$ cat config.mk
export PLATFORM = sky130hd
export DESIGN_NAME = store_drain_queue_flat
export DESIGN_NICKNAME = d
export VERILOG_FILES = /design/src/rtl/store_drain_queue_if.sv /design/src/rtl/store_drain_queue.sv /design/src/flat_wrapper.sv
export SDC_FILE = /design/constraint.sdc
export NUM_CORES = 1
export LEC_CHECK = 0
export ABC_AREA = 1
export CAP_MARGIN = 20
export CORE_MARGIN = 2
export CORE_UTILIZATION = 44
export DETAILED_ROUTE_END_ITERATION = 10
export GPL_TIMING_DRIVEN = 0
export PLACE_DENSITY = 0.78
export SKIP_CTS_REPAIR_TIMING = 1
export SLEW_MARGIN = 20
export SYNTH_ARGS = -nofsm -noshare
export SYNTH_HDL_FRONTEND = slang
export SYNTH_SLANG_ARGS = --single-unit
$ cat constraint.sdc
create_clock -name clk -period 13.6 [get_ports clk]
set_input_delay 4.08 -clock clk [delete_from_list [all_inputs] [get_ports clk]]
set_output_delay 4.08 -clock clk [all_outputs]
set_load 0.02 [all_outputs]
$ cat src/rtl/store_drain_queue_if.sv
// Shared types and the commit/memory/load-query bundle for store_drain_queue.
// The package travels with the interface so both sides agree on ldst_mode.
package store_drain_queue_pkg;
    typedef enum logic [1:0] {
        BYTE = 2'd0,
        HALF = 2'd1,
        WORD = 2'd2
    } ldst_mode;

    typedef enum logic {
        IDLE = 1'b0,
        REQ  = 1'b1
    } drain_state_t;
endpackage

interface store_drain_queue_if;
    import store_drain_queue_pkg::*;

    logic        store_enable;
    ldst_mode    store_mode;
    logic [31:0] store_addr;
    logic [31:0] store_data;
    logic        full;
    logic        empty;
    logic        overflow;
    logic        mem_req;
    logic        mem_ack;
    ldst_mode    mem_mode;
    logic [31:0] mem_addr;
    logic [31:0] mem_data;
    logic        load_query;
    ldst_mode    load_mode;
    logic [31:0] load_addr;
    logic        load_conflict;
    logic        fwd_valid;
    logic [31:0] fwd_data;

    modport slave (
        input  store_enable, store_mode, store_addr, store_data,
        input  mem_ack, load_query, load_mode, load_addr,
        output full, empty, overflow, mem_req, mem_mode, mem_addr, mem_data,
        output load_conflict, fwd_valid, fwd_data
    );

    modport master (
        output store_enable, store_mode, store_addr, store_data,
        output mem_ack, load_query, load_mode, load_addr,
        input  full, empty, overflow, mem_req, mem_mode, mem_addr, mem_data,
        input  load_conflict, fwd_valid, fwd_data
    );
endinterface

$ cat src/rtl/store_drain_queue.sv
// Commit-side store buffer: in-order FIFO drained over mem_req/mem_ack, plus a load-address hazard query.
// Optional macro STORE_FWD_EN enables word store-to-load forwarding from the youngest matching entry.
module store_drain_queue
    import store_drain_queue_pkg::*;
#(
    parameter int DEPTH     = 4,
    parameter int DEPTH_LOG = $clog2(DEPTH)
) (
    input  logic                clk,
    input  logic                reset,
    store_drain_queue_if.slave  bus,
    output drain_state_t        dbg_state
);

    localparam logic [DEPTH_LOG:0] FULL_COUNT = (DEPTH_LOG + 1)'(DEPTH);

    drain_state_t         state_q, state_d;
    logic [DEPTH_LOG-1:0] head_q, tail_q;
    logic [DEPTH_LOG:0]   count_q, count_d;
    logic                 overflow_q;

    ldst_mode             mode_q [DEPTH];
    logic [31:0]          addr_q [DEPTH];
    logic [31:0]          data_q [DEPTH];

    logic                 push, pop, drop;
    logic                 hit;
    logic [DEPTH_LOG-1:0] hit_idx, scan_idx;

    // Handshake: mem_req is the valid for the head entry and mem_ack the ready;
    // a transfer (pop) happens on an edge where both are high, and mem_* hold
    // steady while mem_req is high and mem_ack is low.
    assign pop  = (state_q == REQ) && bus.mem_ack;
    assign push = bus.store_enable && ((count_q != FULL_COUNT) || pop);
    assign drop = bus.store_enable && (count_q == FULL_COUNT) && !pop;

    always_comb begin
        count_d = count_q;
        case ({push, pop})
            2'b10:   count_d = count_q + (DEPTH_LOG + 1)'(1);
            2'b01:   count_d = count_q - (DEPTH_LOG + 1)'(1);
            default: count_d = count_q;
        endcase
    end

    // Drain FSM next state and its registered-only memory outputs.
    always_comb begin
        state_d      = state_q;
        bus.mem_req  = 1'b0;
        bus.mem_mode = BYTE;
        bus.mem_addr = '0;
        bus.mem_data = '0;
        unique case (state_q)
            IDLE: begin
                if (count_d != '0) state_d = REQ;
            end
            REQ: begin
                bus.mem_req  = 1'b1;
                bus.mem_mode = mode_q[head_q];
                bus.mem_addr = addr_q[head_q];
                bus.mem_data = data_q[head_q];
                if (pop && (count_d == '0)) state_d = IDLE;
            end
            default: state_d = IDLE;
        endcase
    end

    always_ff @(posedge clk) begin
        if (reset) begin
            state_q    <= IDLE;
            head_q     <= '0;
            tail_q     <= '0;
            count_q    <= '0;
            overflow_q <= 1'b0;
        end else begin
            state_q <= state_d;
            count_q <= count_d;
            if (push) tail_q <= tail_q + DEPTH_LOG'(1);
            if (pop)  head_q <= head_q + DEPTH_LOG'(1);
            if (drop) overflow_q <= 1'b1;
        end
    end

    // Entry payload needs no reset: validity comes from head/count alone.
    always_ff @(posedge clk) begin
        if (push && !reset) begin
            mode_q[tail_q] <= bus.store_mode;
            addr_q[tail_q] <= bus.store_addr;
            data_q[tail_q] <= bus.store_data;
        end
    end

    assign bus.full     = (count_q == FULL_COUNT);
    assign bus.empty    = (count_q == '0);
    assign bus.overflow = overflow_q;
    assign dbg_state    = state_q;

    // Scan oldest to youngest so the last hit is the youngest matching store.
    always_comb begin
        hit      = 1'b0;
        hit_idx  = '0;
        scan_idx = '0;
        for (int k = 0; k < DEPTH; k++) begin
            scan_idx = head_q + DEPTH_LOG'(k);
            if (((DEPTH_LOG + 1)'(k) < count_q) &&
                (addr_q[scan_idx][31:2] == bus.load_addr[31:2])) begin
                hit     = 1'b1;
                hit_idx = scan_idx;
            end
        end
    end

`ifdef STORE_FWD_EN
    logic fwd_ok;

    always_comb begin
        fwd_ok = hit && (mode_q[hit_idx] == WORD) &&
                 (addr_q[hit_idx] == bus.load_addr) && (bus.load_mode == WORD);
        bus.load_conflict = bus.load_query && hit && !fwd_ok;
        bus.fwd_valid     = bus.load_query && fwd_ok;
        bus.fwd_data      = (bus.load_query && fwd_ok) ? data_q[hit_idx] : '0;
    end
`else
    logic unused_nofwd;

    assign unused_nofwd      = ^{bus.load_mode, bus.load_addr[1:0]};
    assign bus.load_conflict = bus.load_query && hit;
    assign bus.fwd_valid     = 1'b0;
    assign bus.fwd_data      = '0;
`endif

endmodule

$ cat src/flat_wrapper.sv
// flat-port wrapper written by rule: the top's interface ports become plain ports
module store_drain_queue_flat import store_drain_queue_pkg::*;
#(
    parameter int DEPTH     = 4,
    parameter int DEPTH_LOG = $clog2(DEPTH)
)
  (clk, reset, dbg_state, bus_store_enable, bus_store_mode, bus_store_addr, bus_store_data, bus_mem_ack, bus_load_query, bus_load_mode, bus_load_addr, bus_full, bus_empty, bus_overflow, bus_mem_req, bus_mem_mode, bus_mem_addr, bus_mem_data, bus_load_conflict, bus_fwd_valid, bus_fwd_data);
  store_drain_queue_if bus_i ();
  input  logic clk;
  input  logic reset;
  output drain_state_t dbg_state;
  input wire logic [$bits(bus_i.store_enable)-1:0] bus_store_enable;
  input wire logic [$bits(bus_i.store_mode)-1:0] bus_store_mode;
  input wire logic [$bits(bus_i.store_addr)-1:0] bus_store_addr;
  input wire logic [$bits(bus_i.store_data)-1:0] bus_store_data;
  input wire logic [$bits(bus_i.mem_ack)-1:0] bus_mem_ack;
  input wire logic [$bits(bus_i.load_query)-1:0] bus_load_query;
  input wire logic [$bits(bus_i.load_mode)-1:0] bus_load_mode;
  input wire logic [$bits(bus_i.load_addr)-1:0] bus_load_addr;
  output wire logic [$bits(bus_i.full)-1:0] bus_full;
  output wire logic [$bits(bus_i.empty)-1:0] bus_empty;
  output wire logic [$bits(bus_i.overflow)-1:0] bus_overflow;
  output wire logic [$bits(bus_i.mem_req)-1:0] bus_mem_req;
  output wire logic [$bits(bus_i.mem_mode)-1:0] bus_mem_mode;
  output wire logic [$bits(bus_i.mem_addr)-1:0] bus_mem_addr;
  output wire logic [$bits(bus_i.mem_data)-1:0] bus_mem_data;
  output wire logic [$bits(bus_i.load_conflict)-1:0] bus_load_conflict;
  output wire logic [$bits(bus_i.fwd_valid)-1:0] bus_fwd_valid;
  output wire logic [$bits(bus_i.fwd_data)-1:0] bus_fwd_data;
  assign bus_i.store_enable = bus_store_enable;
  assign bus_i.store_mode = bus_store_mode;
  assign bus_i.store_addr = bus_store_addr;
  assign bus_i.store_data = bus_store_data;
  assign bus_i.mem_ack = bus_mem_ack;
  assign bus_i.load_query = bus_load_query;
  assign bus_i.load_mode = bus_load_mode;
  assign bus_i.load_addr = bus_load_addr;
  assign bus_full = bus_i.full;
  assign bus_empty = bus_i.empty;
  assign bus_overflow = bus_i.overflow;
  assign bus_mem_req = bus_i.mem_req;
  assign bus_mem_mode = bus_i.mem_mode;
  assign bus_mem_addr = bus_i.mem_addr;
  assign bus_mem_data = bus_i.mem_data;
  assign bus_load_conflict = bus_i.load_conflict;
  assign bus_fwd_valid = bus_i.fwd_valid;
  assign bus_fwd_data = bus_i.fwd_data;
  store_drain_queue #(.DEPTH(DEPTH), .DEPTH_LOG(DEPTH_LOG)) u_core (.clk(clk), .reset(reset), .bus(bus_i), .dbg_state(dbg_state));
endmodule
==> impl_metrics.toml <==
[worst_setup_path]
setup.worst_path.start = "bus_load_addr[8]"
crit_cells = 12
ff2ff_path_depth = 10
path_delay_family = "buffers and inverters"
startpoint_type = "input pin"
critPathKind = "in2out"
rrSetupSlack_ns = 10.49
cp.arrival_ns = 6.70
endpoint = "bus_load_conflict"
reg2reg_to = "u_core.data_q[0][5]$_DFFE_PP_"
crit_chain = "clkdlybuf4s50_1 -> inv_1 -> nand2_1 -> nand4_1 -> nor2_1 -> nand2_1 -> nor2_1 -> nand2_1 -> nand2_1 -> nor2_1 -> nor2_1 -> clkdlybuf4s50_1"
slowest_delay_ns = 0.64
crit_path_max_fanout = 5
critPathSlowestCell = "clkdlybuf4s50_1"
cp_data_required_time_ns = 9.52
rr_startpoint = "u_core.count_q[0]$_SDFF_PP0_"
end_kind = "output pin"
worst-path-buf-inv = 3

[logic_synthesis]
avgSynthCellArea_sq_um = 7.53
ys_ff_latch = 275
synth.most_common_cell = "nand2_1"
synth_edf_count = 264
yosysUniqueCellTypes = 23
synthFlopType = "edfxtp_1"
yosysTopAreaCellShare_pct = 50.3
synthArstFlopShare_pct = 0
ys_seq_area_share_pct = 51.7
synth_top_area_cell = "edfxtp_1"
ys_top_cells_by_area = "edfxtp_1 (50%), nand2_1 (23%), nand3_1 (5.7%)"
synth_area_sq_um = 15800
ys_warn_count = 0
synthCells = 2093
synth_common_cells = "nand2_1 (964), edfxtp_1 (264), nor2_1 (229), nand3_1 (180), inv_1 (105)"

[global_route]
grt_antenna_before_repair = 0
track_usage_pct = 32.1
gr-total-overflow = 0
grt_pass1_wl_um = 89400
grt_max_degree = 24
grt_pass1_vias = 13977

[pwr]
p_int_mw = 1.74
p_leak_nw = 8.56
switching_share_pct = 38.1
seqPwrFrac_pct = 34.9
peakVddDrop_mv = 0.110
power_density_nw_per_um2 = 144
p_switching_mw = 1.07
clock_power_share_pct = 27.5
power_frac_comb_pct = 37.6

[clocking]
tritoncts = "done"
clockBufferDepth = 3
cts_buffers = 28
clock-root-buffer = "clkbuf_16"
cts_sinks = 275
cts_htree_levels = 1
path_clk_slew_ns = 0.07
clk_latency_ns = 0.56

[sta]
rsz0062_at_grt = "false"
layout_min_cycle_time_ns = 10.78
setup_ws_ns = 2.82
max-slew-margin-rel_pct = 34.4
setup_violations = 0
setup-tns-final_ns = 0
drv_slew = 0
finalHoldViolCount = 0
finClkSkew_ns = 0.0303
max_freq_mhz = 92.8
max_slew.worst_pin.slew_ns = 0.984
period_share_pct = 79.2

[placement]
io_buffers = 172
gp_congestion = 1.04
place_inst = 2770
dp_hpwl_um = 47200
dp_slack_ns = 2.94

[routing]
dr.pass1.iters = 7
drc = 0
dr_total_vias = 15382
wirelength_um = 61400
wl_per_cell_um = 21.8
postRouteAntennaNets = 0
vias_per_cell = 5.45
drt_iter0_markers = 1930

[hold_path]
min_path_type = "reg2reg"
holdPathStages = 2

[layout]
layout.cells.non_filler = 2822
drive_gt1_share_pct = 6.14
syn_to_final_growth_pct = 23.3
antenna-diode-count = 0
fill_cells = 3278
nNetsFinal = 2452

[die]
start_util_pct = 44.5
dieArea_sq_um = 37400
rows = 69
die_height_um = 193
die_w_um = 193
io_pins = 210
core_sq_um = 35400

[outcome]
status = "finished, final reports clean"

[flow_run]
drv_cap = 0
layout make-up:
type,instances,area (sq um),area share (%)
Sequential cell,275,8150,41.9
Multi-Input combinational cell,1612,6690,34.4
Timing Repair Buffer,184,2010,10.3
Clock buffer,31,733,3.77
Buffer,129,673,3.46
Tap cell,461,577,2.97
Inverter,109,409,2.10
Clock inverter,21,203,1.04
power groups by stage:
stage          combinational [mW]  clock (mW)  sequential [mW]
4_1_cts                      1.03       0.777            0.979
6_report                     1.05       0.771            0.980
5_1_grt                      1.13       0.812            0.982
3_3_place_gp                 1.01           0             1.00
2_1_floorplan               0.584           0            0.996
3_5_place_dp                 1.02           0            0.997
kinds of logic after synthesis:
| kind of cell | synth area share [%] |
|---|---|
| xor gates and xnor gates | 0.555 |
| and+or+nand+nor | 34.8 |
| buffers and inverters | 6.86 |
| adders and majority gates | 0.635 |
| DFF | 51.7 |
| other | 0.0238 |
| AOI/OAI and AO/OA | 5.47 |
metrics by stage:
stage	utilization, %	hold slack, ns	instance area [sq um]	power (mW)
2_1_floorplan	-	0.463	15900	1.58
3_3_place_gp	51.4	0.452	18200	2.01
3_5_place_dp	52.3	0.491	18500	2.02
4_1_cts	54.9	0.511	19400	2.79
5_1_grt	54.9	0.545	19400	2.92
6_report	54.9	0.496	19400	2.80
layout by cell type, fill, tap and decap left out, types with 2 or more instances in the layout:
master,Yosys,layout
nand2_1,964,964
edfxtp_1,264,264
nor2_1,229,225
nand3_1,180,180
clkdlybuf4s50_1,0,172
inv_1,105,105
o21ai_0,102,102
a21oi_1,54,54
buf_2,40,40
buf_4,37,37
clkbuf_1,34,36
conb_1,1,33
clkbuf_16,0,29
buf_1,18,18
nand4_1,14,14
o21ai_1,11,11
dfxtp_1,11,11
xor2_1,10,10
ha_1,8,8
buf_16,0,7
clkinv_2,0,6
nor2_4,0,4
inv_2,4,4
clkinvlp_4,0,4
clkinv_1,0,4
buf_12,0,4
bufinv_16,0,3
o211ai_1,2,2
a31oi_1,2,2
clkinv_4,0,2
state kept, by name, indices dropped and copies added, names as in the netlist, named ones only:
name                 flops
u_core.mode_q            8
u_core.data_q          128
u_core.tail_q            2
u_core.bus.overflow      1
u_core.count_q           3
u_core.addr_q          128
u_core.head_q            2
u_core.dbg_state         1
worst min-delay path, delay by kind of cell, from the launching register on:
family	cells	cell delay [ns]
flops	1	0.33
simple gates	1	0.08
compound gates	1	0.04
how the worst min path moves through the flow:
stage,from,end,slack [ns]
after global placement,u_core.bus.overflow$_SDFFE_PP0P_,u_core.bus.overflow$_SDFFE_PP0P_,0.45
after floorplan,u_core.tail_q[0]$_SDFFE_PP0N_,u_core.tail_q[0]$_SDFFE_PP0N_,0.46
final,u_core.bus.overflow$_SDFFE_PP0P_,u_core.bus.overflow$_SDFFE_PP0P_,0.50
after global routing,u_core.bus.overflow$_SDFFE_PP0P_,u_core.bus.overflow$_SDFFE_PP0P_,0.55
after CTS,u_core.bus.overflow$_SDFFE_PP0P_,u_core.bus.overflow$_SDFFE_PP0P_,0.51
after detailed placement,u_core.bus.overflow$_SDFFE_PP0P_,u_core.bus.overflow$_SDFFE_PP0P_,0.49
layer usage:
layer	track usage [%]	routed length (um)	vias to the layer above
met1	44.5	25400	7093
met3	7.57	6930	131
met5	0	0	-
met2	49.8	26900	947
met4	10.7	2170	0
li1	-	-	7211
Note: power is estimated with default switching activity, not from simulation.
